==> config.mk <==
export PLATFORM = sky130hd
export DESIGN_NAME = systolic_block_ctrl_flat
export DESIGN_NICKNAME = d
export VERILOG_FILES = /design/src/rtl/systolic_block_ctrl_if.sv /design/src/rtl/systolic_block_ctrl.sv /design/src/flat_wrapper.sv
export SDC_FILE = /design/constraint.sdc
export NUM_CORES = 1
export LEC_CHECK = 0
export BUFFER_PORTS_ARGS = -buffer_cell sky130_fd_sc_hd__buf_2
export CAP_MARGIN = 20
export CORE_UTILIZATION = 56
export CTS_CLUSTER_SIZE = 16
export DETAILED_ROUTE_END_ITERATION = 6
export GPL_ROUTABILITY_DRIVEN = 1
export PLACE_DENSITY_LB_ADDON = 0.3
export SYNTH_ARGS = -nofsm -noshare
export SYNTH_HDL_FRONTEND = slang
export SYNTH_SLANG_ARGS = --single-unit
==> constraint.sdc <==
create_clock -name clk -period 2.02 [get_ports clk]
set_input_delay 0.404 -clock clk [delete_from_list [all_inputs] [get_ports clk]]
set_output_delay 0.404 -clock clk [all_outputs]
set_load 0.01 [all_outputs]
==> src/rtl/systolic_block_ctrl_if.sv <==
// Control-stream inputs and decoded command outputs of the systolic tile block controller.
interface systolic_block_ctrl_if;
  logic        ena;
  logic        col_ctrl_in;
  logic        row_ctrl_in;
  logic [3:0]  count;
  logic        block_end;
  logic [15:0] col_hdr;
  logic [15:0] row_hdr;
  logic        cmd_valid;
  logic        cmd_src;
  logic [7:0]  cmd_addr;
  logic        cmd_write;
  logic        cmd_read;
  logic [2:0]  cmd_target;
  logic [3:0]  cmd_index;
  logic [15:0] stage_en;
  logic        collision;
  logic        addr_err;
  logic        continuous;
  logic [3:0]  pipe_count;
  logic        pipe_synced;

  modport slave (
    input  ena, col_ctrl_in, row_ctrl_in,
    output count, block_end, col_hdr, row_hdr,
           cmd_valid, cmd_src, cmd_addr, cmd_write, cmd_read, cmd_target, cmd_index,
           stage_en, collision, addr_err, continuous, pipe_count, pipe_synced
  );

  modport master (
    output ena, col_ctrl_in, row_ctrl_in,
    input  count, block_end, col_hdr, row_hdr,
           cmd_valid, cmd_src, cmd_addr, cmd_write, cmd_read, cmd_target, cmd_index,
           stage_en, collision, addr_err, continuous, pipe_count, pipe_synced
  );
endinterface

==> src/rtl/systolic_block_ctrl.sv <==
// Block framing, serial header capture, column/row command arbitration and decode,
// and continuous-mode pipeline counter for the 4-bit systolic tile.
module systolic_block_ctrl #(
  parameter int BLOCK_LEN = 16,
  parameter int ADDR_W    = 8
) (
  input logic                  clk,
  input logic                  rst_n,
  systolic_block_ctrl_if.slave bus
);
  localparam int                CNT_W = $clog2(BLOCK_LEN);
  localparam int                HDR_W = ADDR_W + 8;
  localparam logic [CNT_W-1:0]  LAST  = CNT_W'(BLOCK_LEN - 1);

  typedef enum logic [2:0] {
    TGT_NONE  = 3'd0,
    TGT_STATE = 3'd1,
    TGT_A     = 3'd2,
    TGT_B     = 3'd3,
    TGT_C     = 3'd4,
    TGT_STAGE = 3'd5
  } target_e;

  // Header without the reserved low bits.
  typedef struct packed {
    logic [ADDR_W-1:0] addr;
    logic              valid;
    logic              read;
    logic              write;
    logic              run;
    logic              stop;
  } hdr_ctl_t;

  typedef struct packed {
    logic              valid;
    logic              src;
    logic [ADDR_W-1:0] addr;
    logic              write;
    logic              read;
    target_e           target;
    logic [3:0]        index;
    logic              run;
    logic              stop;
    logic              collision;
    logic              addr_err;
  } cmd_t;

  function automatic cmd_t decode(input hdr_ctl_t h, input logic src, input logic coll);
    cmd_t c;
    c           = '0;
    c.valid     = h.valid;
    c.src       = src;
    c.addr      = h.addr;
    c.write     = h.write;
    c.read      = h.read & ~h.write;
    c.run       = h.run;
    c.stop      = h.stop;
    c.collision = coll;
    if (h.addr == 8'h01)            c.target = TGT_STATE;
    else if (h.addr == 8'h02)       c.target = TGT_A;
    else if (h.addr == 8'h04)       c.target = TGT_B;
    else if (h.addr[7:3] == 5'b00001) begin
      c.target = TGT_C;
      c.index  = {1'b0, h.addr[2:0]};
    end else if (h.addr[7:4] == 4'h1) begin
      c.target = TGT_STAGE;
      c.index  = h.addr[3:0];
    end else begin
      c.addr_err = h.read | h.write;
    end
    return c;
  endfunction

  logic [CNT_W-1:0] count_q, count_d;
  logic [HDR_W-2:0] col_buf_q, col_buf_d, row_buf_q, row_buf_d;
  logic [HDR_W-1:0] col_hdr_q, col_hdr_d, row_hdr_q, row_hdr_d;
  logic             pend_q, pend_d;
  cmd_t             cmd_q, cmd_d;
  logic             continuous_q, continuous_d;
  logic [CNT_W-1:0] pipe_count_q, pipe_count_d;

  logic [HDR_W-1:0] col_next, row_next;
  hdr_ctl_t         col_f, row_f, row_pend_f;

  assign col_next   = {col_buf_q, bus.col_ctrl_in};
  assign row_next   = {row_buf_q, bus.row_ctrl_in};
  assign col_f      = hdr_ctl_t'(col_next[HDR_W-1:3]);
  assign row_f      = hdr_ctl_t'(row_next[HDR_W-1:3]);
  assign row_pend_f = hdr_ctl_t'(row_hdr_q[HDR_W-1:3]);

  always_comb begin
    // NOTE: every variable gets its hold value first so no path can infer a latch.
    count_d      = count_q;
    col_buf_d    = col_buf_q;
    row_buf_d    = row_buf_q;
    col_hdr_d    = col_hdr_q;
    row_hdr_d    = row_hdr_q;
    pend_d       = pend_q;
    cmd_d        = cmd_q;
    continuous_d = continuous_q;
    pipe_count_d = pipe_count_q;

    if (bus.ena) begin
      count_d   = count_q + 1'b1;
      col_buf_d = col_next[HDR_W-2:0];
      row_buf_d = row_next[HDR_W-2:0];
      cmd_d     = '0;

      if (count_q == LAST) begin
        col_hdr_d = col_next;
        row_hdr_d = row_next;
        pend_d    = 1'b0;
        if (col_f.valid) begin
          cmd_d  = decode(col_f, 1'b0, row_f.valid && (row_f.addr == col_f.addr));
          pend_d = row_f.valid && (row_f.addr != col_f.addr);
        end else if (row_f.valid) begin
          cmd_d = decode(row_f, 1'b1, 1'b0);
        end
      end else if (count_q == '0 && pend_q) begin
        cmd_d  = decode(row_pend_f, 1'b1, 1'b0);
        pend_d = 1'b0;
      end

      // The command currently presented steers continuous mode; stop beats run.
      if (cmd_q.valid && cmd_q.stop) begin
        continuous_d = 1'b0;
      end else if (cmd_q.valid && cmd_q.run) begin
        continuous_d = 1'b1;
        pipe_count_d = count_q + 1'b1;
      end else if (continuous_q) begin
        pipe_count_d = pipe_count_q + 1'b1;
      end
    end
  end

  always_ff @(posedge clk or negedge rst_n) begin
    if (!rst_n) begin
      count_q      <= '0;
      col_buf_q    <= '0;
      row_buf_q    <= '0;
      col_hdr_q    <= '0;
      row_hdr_q    <= '0;
      pend_q       <= 1'b0;
      cmd_q        <= '0;
      continuous_q <= 1'b0;
      pipe_count_q <= '0;
    end else begin
      // NOTE: non-blocking so every flop samples the pre-edge value of its neighbours.
      count_q      <= count_d;
      col_buf_q    <= col_buf_d;
      row_buf_q    <= row_buf_d;
      col_hdr_q    <= col_hdr_d;
      row_hdr_q    <= row_hdr_d;
      pend_q       <= pend_d;
      cmd_q        <= cmd_d;
      continuous_q <= continuous_d;
      pipe_count_q <= pipe_count_d;
    end
  end

  // A held command stays in cmd_q while ena is low but is only presented when ena is high.
  logic show;
  assign show = bus.ena & cmd_q.valid;

  assign bus.count       = count_q;
  assign bus.block_end   = (count_q == LAST);
  assign bus.col_hdr     = col_hdr_q;
  assign bus.row_hdr     = row_hdr_q;
  assign bus.cmd_valid   = show;
  assign bus.cmd_src     = show & cmd_q.src;
  assign bus.cmd_addr    = show ? cmd_q.addr : '0;
  assign bus.cmd_write   = show & cmd_q.write;
  assign bus.cmd_read    = show & cmd_q.read;
  assign bus.cmd_target  = show ? cmd_q.target : TGT_NONE;
  assign bus.cmd_index   = show ? cmd_q.index : '0;
  assign bus.stage_en    = (show && cmd_q.target == TGT_STAGE && cmd_q.write)
                           ? (16'd1 << cmd_q.addr[3:0]) : '0;
  assign bus.collision   = show & cmd_q.collision;
  assign bus.addr_err    = show & cmd_q.addr_err;
  assign bus.continuous  = continuous_q;
  assign bus.pipe_count  = pipe_count_q;
  assign bus.pipe_synced = continuous_q && (pipe_count_q == count_q);
endmodule

==> src/flat_wrapper.sv <==
// flat-port wrapper written by rule: the top's interface ports become plain ports
module systolic_block_ctrl_flat 
#(
  parameter int BLOCK_LEN = 16,
  parameter int ADDR_W    = 8
)
  (clk, rst_n, bus_ena, bus_col_ctrl_in, bus_row_ctrl_in, bus_count, bus_block_end, bus_col_hdr, bus_row_hdr, bus_cmd_valid, bus_cmd_src, bus_cmd_addr, bus_cmd_write, bus_cmd_read, bus_cmd_target, bus_cmd_index, bus_stage_en, bus_collision, bus_addr_err, bus_continuous, bus_pipe_count, bus_pipe_synced);
  systolic_block_ctrl_if bus_i ();
  input logic clk;
  input logic rst_n;
  input wire logic [$bits(bus_i.ena)-1:0] bus_ena;
  input wire logic [$bits(bus_i.col_ctrl_in)-1:0] bus_col_ctrl_in;
  input wire logic [$bits(bus_i.row_ctrl_in)-1:0] bus_row_ctrl_in;
  output wire logic [$bits(bus_i.count)-1:0] bus_count;
  output wire logic [$bits(bus_i.block_end)-1:0] bus_block_end;
  output wire logic [$bits(bus_i.col_hdr)-1:0] bus_col_hdr;
  output wire logic [$bits(bus_i.row_hdr)-1:0] bus_row_hdr;
  output wire logic [$bits(bus_i.cmd_valid)-1:0] bus_cmd_valid;
  output wire logic [$bits(bus_i.cmd_src)-1:0] bus_cmd_src;
  output wire logic [$bits(bus_i.cmd_addr)-1:0] bus_cmd_addr;
  output wire logic [$bits(bus_i.cmd_write)-1:0] bus_cmd_write;
  output wire logic [$bits(bus_i.cmd_read)-1:0] bus_cmd_read;
  output wire logic [$bits(bus_i.cmd_target)-1:0] bus_cmd_target;
  output wire logic [$bits(bus_i.cmd_index)-1:0] bus_cmd_index;
  output wire logic [$bits(bus_i.stage_en)-1:0] bus_stage_en;
  output wire logic [$bits(bus_i.collision)-1:0] bus_collision;
  output wire logic [$bits(bus_i.addr_err)-1:0] bus_addr_err;
  output wire logic [$bits(bus_i.continuous)-1:0] bus_continuous;
  output wire logic [$bits(bus_i.pipe_count)-1:0] bus_pipe_count;
  output wire logic [$bits(bus_i.pipe_synced)-1:0] bus_pipe_synced;
  assign bus_i.ena = bus_ena;
  assign bus_i.col_ctrl_in = bus_col_ctrl_in;
  assign bus_i.row_ctrl_in = bus_row_ctrl_in;
  assign bus_count = bus_i.count;
  assign bus_block_end = bus_i.block_end;
  assign bus_col_hdr = bus_i.col_hdr;
  assign bus_row_hdr = bus_i.row_hdr;
  assign bus_cmd_valid = bus_i.cmd_valid;
  assign bus_cmd_src = bus_i.cmd_src;
  assign bus_cmd_addr = bus_i.cmd_addr;
  assign bus_cmd_write = bus_i.cmd_write;
  assign bus_cmd_read = bus_i.cmd_read;
  assign bus_cmd_target = bus_i.cmd_target;
  assign bus_cmd_index = bus_i.cmd_index;
  assign bus_stage_en = bus_i.stage_en;
  assign bus_collision = bus_i.collision;
  assign bus_addr_err = bus_i.addr_err;
  assign bus_continuous = bus_i.continuous;
  assign bus_pipe_count = bus_i.pipe_count;
  assign bus_pipe_synced = bus_i.pipe_synced;
  systolic_block_ctrl #(.BLOCK_LEN(BLOCK_LEN), .ADDR_W(ADDR_W)) u_core (.clk(clk), .rst_n(rst_n), .bus(bus_i));
endmodule
==> results.md, run 1 <==
- Core ar.: 8260 µm²
- Clock power share: 17.7%
- DR WL/cell: 16.9 µm
- Worst slew pin tran: 0.474 ns
- CTS Buf Count: 9
- Clock skew: 0.0126 ns
- Outcome: finished clean
- Pin count of the biggest net entering global routing: 94
- Total wire length: 10.5 mm
- Non-filler cells, final: 622
- Mapped cell area: 4800 µm²
- Post-placement setup slack: 0.116 ns
- Flop pwr share: 49.5%
- Finished Core Util: 67.2%
- I/O Buffers: 84
- Vias/cell: 5.82
- Cells after synthesis: 437
- ANT cells: 0
- CP Max Fanout: 4
- Starting Density: 58.1%
- Clock Sinks: 95
- Comb power frac: 32.8%
- Vias: 3,622
- Site Rows: 33
- Slowest stage delay, CP: 0.42 ns
- Max-cap viol count: 0
- CP bufs+invs: 1
- Syn-to-layout area delta: 15.5%
- First-pass DRT Iterations: 4
- FILL cells: 672
- Synth async-reset ratio: 100%
- VDD IR-drop max: 0.672 mV
- Sequential element share of the synthesized area: 49.5%
- Initial antenna violation count: 0
- Worst endpoint required time: 1.62 ns
- First-pass GRT wire length: 17.2 mm
- Crit start category: flip-flop
- Synth Net Count: 445
- I/O Pins: 85
- WP depth: 5
- Ys Warns: 0
- GRT Total Usage: 24.9%
- Critical-path cell list: nand2_2 > nor4_4 > nand2b_1 > nor3_1 > buf_2
- Critical Path End Type: output pin
- CTS max path bufs: 2
- R2R depth: 5
- Final period utilization: 98.9%
- Max Freq: 0.501 GHz
- Minimum clock period after layout: 2.00 ns
- Dpl cells: 603
- Min-Delay Path Class: primary input to flip-flop
- RSZ-0062 raised after global routing: true
- PwrDens: 1250 nW/µm²
- Share of layout cells above drive strength 1: 35.8%
- Clock tree from TritonCTS: done
- DP Wirelength: 6.93 mm
- Root buf cell: clkbuf_8
- Dominant synthesized flop cell: dfrtp_1
- Slowest-stage cell, CP: dfrtp_1
- Slew headroom: 68.4%
- H-tree depth: 3
- CP top delay family: simple AND/OR/NAND/NOR gates
- Net Switching: 2750 µW
- Setup ws final: 0.0231 ns
- Clock Latency Late Sink: 0.36 ns
- Worst hold stages: 2
- Worst-path clk slew: 0.10 ns
- Leak pwr: 0.00268 µW
- Antenna viol nets, final: 0
- CP arrival: 1.59 ns
- Gp weighted congestion: 0.832
- Crit path kind: flip-flop to output pin
- Grt total ovfl: 0
- DRC Markers: 0
- Syn Area/Cell: 11.0 µm²
- Max Slew Vio Count: 0
- Final hold vios: 0
- Vias in the first global route: 3,412
- EDFF count, synth: 0
- Flop and latch count out of synthesis: 95
- Sw frac: 39.6%
- Int Pwr: 4200 µW
- Die Ht: 94.6 µm
- # setup viols final: 0
- Post-synth cell types: 52
- Die footprint: 8950 µm²
- Initial DRC count: 280
- # nets final: 520
- Die X-Extent: 94.6 µm
-- power groups by stage --
stage               combinational (µW)  clock, µW  sequential [µW]
floorplan                         1760          0             3170
global placement                  2200          0             3420
detailed placement                2270          0             3450
CTS                               2300       1260             3420
global route                      2520       1330             3560
finish                            2280       1230             3440
-- path summary, 6_finish.rpt --
path                                                         from                              endpoint  slack [ns]
max in group asynchronous                                   rst_n     u_core.bus.row_hdr[9]$_DFFE_PN0P_        0.94
worst max-delay path                 u_core.cmd_q[12]$_DFFE_PN0P_                       bus_stage_en[0]        0.02
worst max register to register    u_core.bus.count[0]$_DFFE_PN0P_    u_core.bus.col_hdr[13]$_DFFE_PN0P_        0.19
worst min-delay path                              bus_col_ctrl_in     u_core.bus.col_hdr[0]$_DFFE_PN0P_        0.28
min in group asynchronous                                   rst_n  u_core.bus.pipe_count[2]$_DFFE_PN0P_        0.39
worst min register to register  u_core.bus.col_hdr[7]$_DFFE_PN0P_     u_core.bus.col_hdr[7]$_DFFE_PN0P_        0.48
-- metrics by stage --
step | hold WS [ns] | area [µm²] | power (µW) | setup TNS [ns]
finish | 0.279 | 5550 | 6950 | 0
global route | 0.281 | 5550 | 7410 | -0.607
CTS | 0.268 | 5510 | 6980 | -0.00302
detailed placement | 0.247 | 5280 | 5730 | 0
global placement | 0.246 | 5280 | 5620 | 0
floorplan | 0.108 | 4800 | 4930 | 0
-- timing repair --
action | in CTS | in global routing
endpoints found under the setup margin | 11 | 14
hold buffers | 1 | 0
gates resized for setup | 2 | 8
cloned | 0 | 0
buffers inserted | 1 | 1
hold endpoints to repair | 9 | 0
pin swaps | 2 | 6
-- state kept, by name (all words and copies together) (netlist names) --
| register | cells |
|---|---|
| u_core.bus.count | 4 |
| u_core.cmd_q | 23 |
| u_core.col_buf_q | 15 |
| u_core.pend_q | 1 |
| u_core.bus.continuous | 1 |
| u_core.bus.pipe_count | 4 |
| u_core.row_buf_q | 15 |
| u_core.bus.row_hdr | 16 |
| u_core.bus.col_hdr | 16 |
-- layout make-up --
type	count	area (µm²)	area share [%]
clock buffers	9	124	2.23
clock inverters	7	75.1	1.35
inverters	16	60.1	1.08
multi-input cells	290	2190	39.5
flip-flops and latches	95	2380	42.9
well taps	105	131	2.37
repair buffers	100	583	10.5
-- layout by cell type, fill, tap and decap left out, types with 6 or more instances in the layout --
cell	instances
xor2_1	14
and3_1	19
o21ai_0	10
nand2_1	19
clkbuf_8	9
buf_4	13
xnor2_1	7
dfrtp_1	92
inv_1	15
a221o_1	11
buf_2	83
nand2b_1	6
a21oi_1	23
nor3_1	10
nor2_1	36
mux2_2	51
mux2_1	10
-- cell usage after synthesis (all sizes together), types with 2 or more instances --
| cell | number | area (µm²) |
|---|---|---|
| a2111oi | 2 | 18.8 |
| a21oi | 23 | 115 |
| a221o | 11 | 110 |
| a22o | 3 | 26.3 |
| a22oi | 3 | 22.5 |
| and2 | 2 | 12.5 |
| and3 | 19 | 119 |
| buf | 26 | 169 |
| clkbuf | 10 | 37.5 |
| dfrtp | 95 | 2380 |
| ha | 3 | 37.5 |
| inv | 16 | 60.1 |
| mux2 | 61 | 687 |
| nand2 | 21 | 78.8 |
| nand2b | 6 | 37.5 |
| nand3 | 6 | 30.0 |
| nand3b | 4 | 30.0 |
| nand4 | 5 | 31.3 |
| nor2 | 38 | 148 |
| nor2b | 3 | 18.8 |
| nor3 | 12 | 60.1 |
| nor3b | 2 | 15.0 |
| nor4 | 7 | 50.1 |
| o2111ai | 2 | 23.8 |
| o211ai | 3 | 22.5 |
| o21ai | 10 | 50.1 |
| o221ai | 3 | 38.8 |
| o22ai | 5 | 31.3 |
| or3 | 3 | 18.8 |
| xnor2 | 9 | 93.8 |
| xor2 | 14 | 123 |
-- cells by family after synthesis --
family | count (synthesis) | share of synthesized area, %
adders and majority gates | 3 | 0.782
AOI/OAI and AO/OA | 70 | 10.5
xor gates and xnor gates | 23 | 4.51
and+or+nand+nor | 132 | 14.6
buffers and inverters | 52 | 5.55
muxes | 62 | 14.5
DFF | 95 | 49.5
-- metal layers --
metal  part of all wire, %  track usage (%)  up-vias
met4                   1.5             10.2        0
li1                      -                -     1705
met2                    47             38.5      114
met5                     0                0        -
met3                   5.7             3.70       14
met1                    46             35.4     1789
(Power assumes the default switching activity.)
==> run 2: changes to the inputs <==
==> constraint.sdc (replaced) <==
create_clock -name clk -period 2.02 [get_ports clk]
set_input_delay 0.606 -clock clk [delete_from_list [all_inputs] [get_ports clk]]
set_output_delay 0.606 -clock clk [all_outputs]
set_load 0.01 [all_outputs]
==> results.md, run 2 (same netlist as run 1, synthesis figures left out) <==
- Final hold vios: 0 (unchanged)
- H-tree depth: 3 (unchanged)
- Flop pwr share: 46.1% (was 49.5%)
- CP Max Fanout: 4 (unchanged)
- Gp weighted congestion: 0.832 (about the same)
- Final period utilization: 111% (was 98.9%)
- DP Wirelength: 7.30 mm (was 6.93 mm)
- Crit path kind: flip-flop to output pin (unchanged)
- Net Switching: 2770 µW (was 2750 µW)
- Dpl cells: 613 (was 603)
- FILL cells: 607 (was 672)
- Leak pwr: 0.00284 µW (was 0.00268 µW)
- Worst slew pin tran: 0.508 ns (was 0.474 ns)
- Initial DRC count: 265 (was 280)
- Final instance area: 5850 µm² (was 5550 µm²)
- Largest register by flop count: u_core.cmd_q (unchanged)
- Core ar.: 8260 µm² (unchanged)
- Max Freq: 0.444 GHz (was 0.501 GHz)
- Root buf cell: clkbuf_8 (unchanged)
- Share of layout cells above drive strength 1: 39.2% (was 35.8%)
- # setup viols final: 17 (was 0)
- CTS Buf Count: 9 (unchanged)
- Clock Sinks: 95 (unchanged)
- DRC Markers: 0 (unchanged)
- # nets final: 539 (was 520)
- Violated checks: setup timing
- Syn-to-layout area delta: 21.8% (was 15.5%)
- Die X-Extent: 94.6 µm (unchanged)
- GRT Total Usage: 25.9% (was 24.9%)
- Crit start category: flip-flop (unchanged)
- Clock Latency Late Sink: 0.37 ns (was 0.36 ns)
- Finished Core Util: 70.8% (was 67.2%)
- Slew headroom: 66.0% (was 68.4%)
- Non-filler cells, final: 641 (was 622)
- I/O Buffers: 84 (unchanged)
- Placement Cell Area: 5370 µm² (was 5280 µm²)
- VDD IR-drop max: 0.871 mV (was 0.672 mV)
- Setup ws final: -0.231 ns (was 0.0231 ns)
- CP top delay family: simple AND/OR/NAND/NOR gates (unchanged)
- ANT cells: 0 (unchanged)
- Slowest-stage cell, CP: dfrtp_1 (unchanged)
- CP bufs+invs: 1 (unchanged)
- Max-cap viol count: 0 (unchanged)
- Vias: 3,794 (was 3,622)
- Commonest cells after routing, fill and taps aside: dfrtp_1, buf_2, mux2_2 (unchanged)
- RSZ-0062 raised after global routing: true (unchanged)
- Reg area: 2380 µm² (about the same)
- Slowest stage delay, CP: 0.42 ns (about the same)
- First-pass GRT wire length: 17.7 mm (was 17.2 mm)
- Clock power share: 18.8% (was 17.7%)
- Int Pwr: 4570 µW (was 4200 µW)
- Commonest non-fill, non-tap cell in the layout: dfrtp_1 (unchanged)
- I/O Pins: 85 (unchanged)
- Starting Density: 58.1% (unchanged)
- Min-Delay Path Class: primary input to async pin (was primary input to flip-flop)
- First-pass DRT Iterations: 4 (unchanged)
- Multi-input gate area: 2240 µm² (was 2190 µm²)
- Clock tree from TritonCTS: done (unchanged)
- Worst endpoint required time: 1.41 ns (was 1.62 ns)
- Site Rows: 33 (unchanged)
- Critical-path cell list: nand3_4 > nor4_4 > nand2b_1 > nor3_1 > buf_2 (was nand2_2 > nor4_4 > nand2b_1 > nor3_1 > buf_2)
- CP arrival: 1.65 ns (was 1.59 ns)
- Antenna viol nets, final: 0 (unchanged)
- Vias/cell: 5.92 (was 5.82)
- Max Slew Vio Count: 0 (unchanged)
- Initial antenna violation count: 0 (unchanged)
- Die Ht: 94.6 µm (unchanged)
- R2R depth: 8 (was 5)
- Critical Path End Type: output pin (unchanged)
- DR WL/cell: 17.6 µm (was 16.9 µm)
- Largest register FFs: 23 (unchanged)
- Minimum clock period after layout: 2.25 ns (was 2.00 ns)
- PwrDens: 1250 nW/µm² (about the same)
- Sw frac: 37.7% (was 39.6%)
- Worst-path clk slew: 0.10 ns (about the same)
- Comb power frac: 35.1% (was 32.8%)
- CTS max path bufs: 2 (unchanged)
- Cts hold-fix bufs: 0 (was 1)
- Die footprint: 8950 µm² (unchanged)
- Clock skew: 0.0148 ns (was 0.0126 ns)
- Vias in the first global route: 3,547 (was 3,412)
- Pin count of the biggest net entering global routing: 39 (was 94)
- Total wire length: 11.3 mm (was 10.5 mm)
- Outcome: finished, violations left (was finished clean)
- WP depth: 5 (unchanged)
- Grt total ovfl: 0 (unchanged)
-- run 2: repair_timing --
item	4_1_cts	5_1_grt
hold endpoints to repair	0	0
resized for setup	17	12
endpoints found under the setup margin	23	22
cloned	1	1
buffers inserted	6	5
pin swaps	5	11
-- run 2: routing by layer --
metal / track usage (%) / wire length [µm]
met2: 41.5 / 5280
met5: 0 / 0
met4: 8.46 / 172
met3: 5.31 / 666
met1: 35.3 / 5160
-- run 2: through the flow --
stage | worst slack, ns | hold WS [ns] | TNS (ns) | total power, µW
finish | -0.231 | 0.123 | -2.57 | 7340
global route | -0.316 | 0.134 | -4.05 | 7780
CTS | -0.169 | 0.130 | -1.56 | 7230
detailed placement | -0.227 | 0.464 | -2.46 | 5770
global placement | -0.163 | 0.452 | -1.55 | 5650
floorplan | 0.00143 | 0.310 | 0 | 4930
-- run 2: power groups by stage --
stage	logic, µW	clock network [µW]	registers, µW
floorplan	1760	0	3170
global placement	2270	0	3380
detailed placement	2350	0	3420
CTS	2480	1410	3340
global route	2830	1470	3480
finish	2570	1380	3380
-- run 2: final timing paths --
kind / from / endpoint / slack (ns)
worst min-delay path: rst_n / u_core.bus.pipe_count[2]$_DFFE_PN0P_ / 0.12
worst min register to register: u_core.cmd_q[2]$_DFFE_PN0P_ / u_core.bus.continuous$_DFFE_PN0P_ / 0.50
min in group clk: bus_col_ctrl_in / u_core.bus.col_hdr[0]$_DFFE_PN0P_ / 0.47
worst max register to register: u_core.bus.count[1]$_DFFE_PN0P_ / u_core.cmd_q[5]$_DFFE_PN0P_ / 0.17
max in group asynchronous: rst_n / u_core.bus.count[2]$_DFFE_PN0P_ / 1.37
worst max-delay path: u_core.cmd_q[22]$_DFFE_PN0P_ / bus_stage_en[0] / -0.23
-- run 2: cell type report --
type                    instances  area share, %
multi-input cells             290           38.2
flip-flops and latches         95           40.8
well taps                     105           2.25
clock buffers                  10           2.18
clock inverters                 6           1.56
inverters                      16           1.03
repair buffers                119           14.0
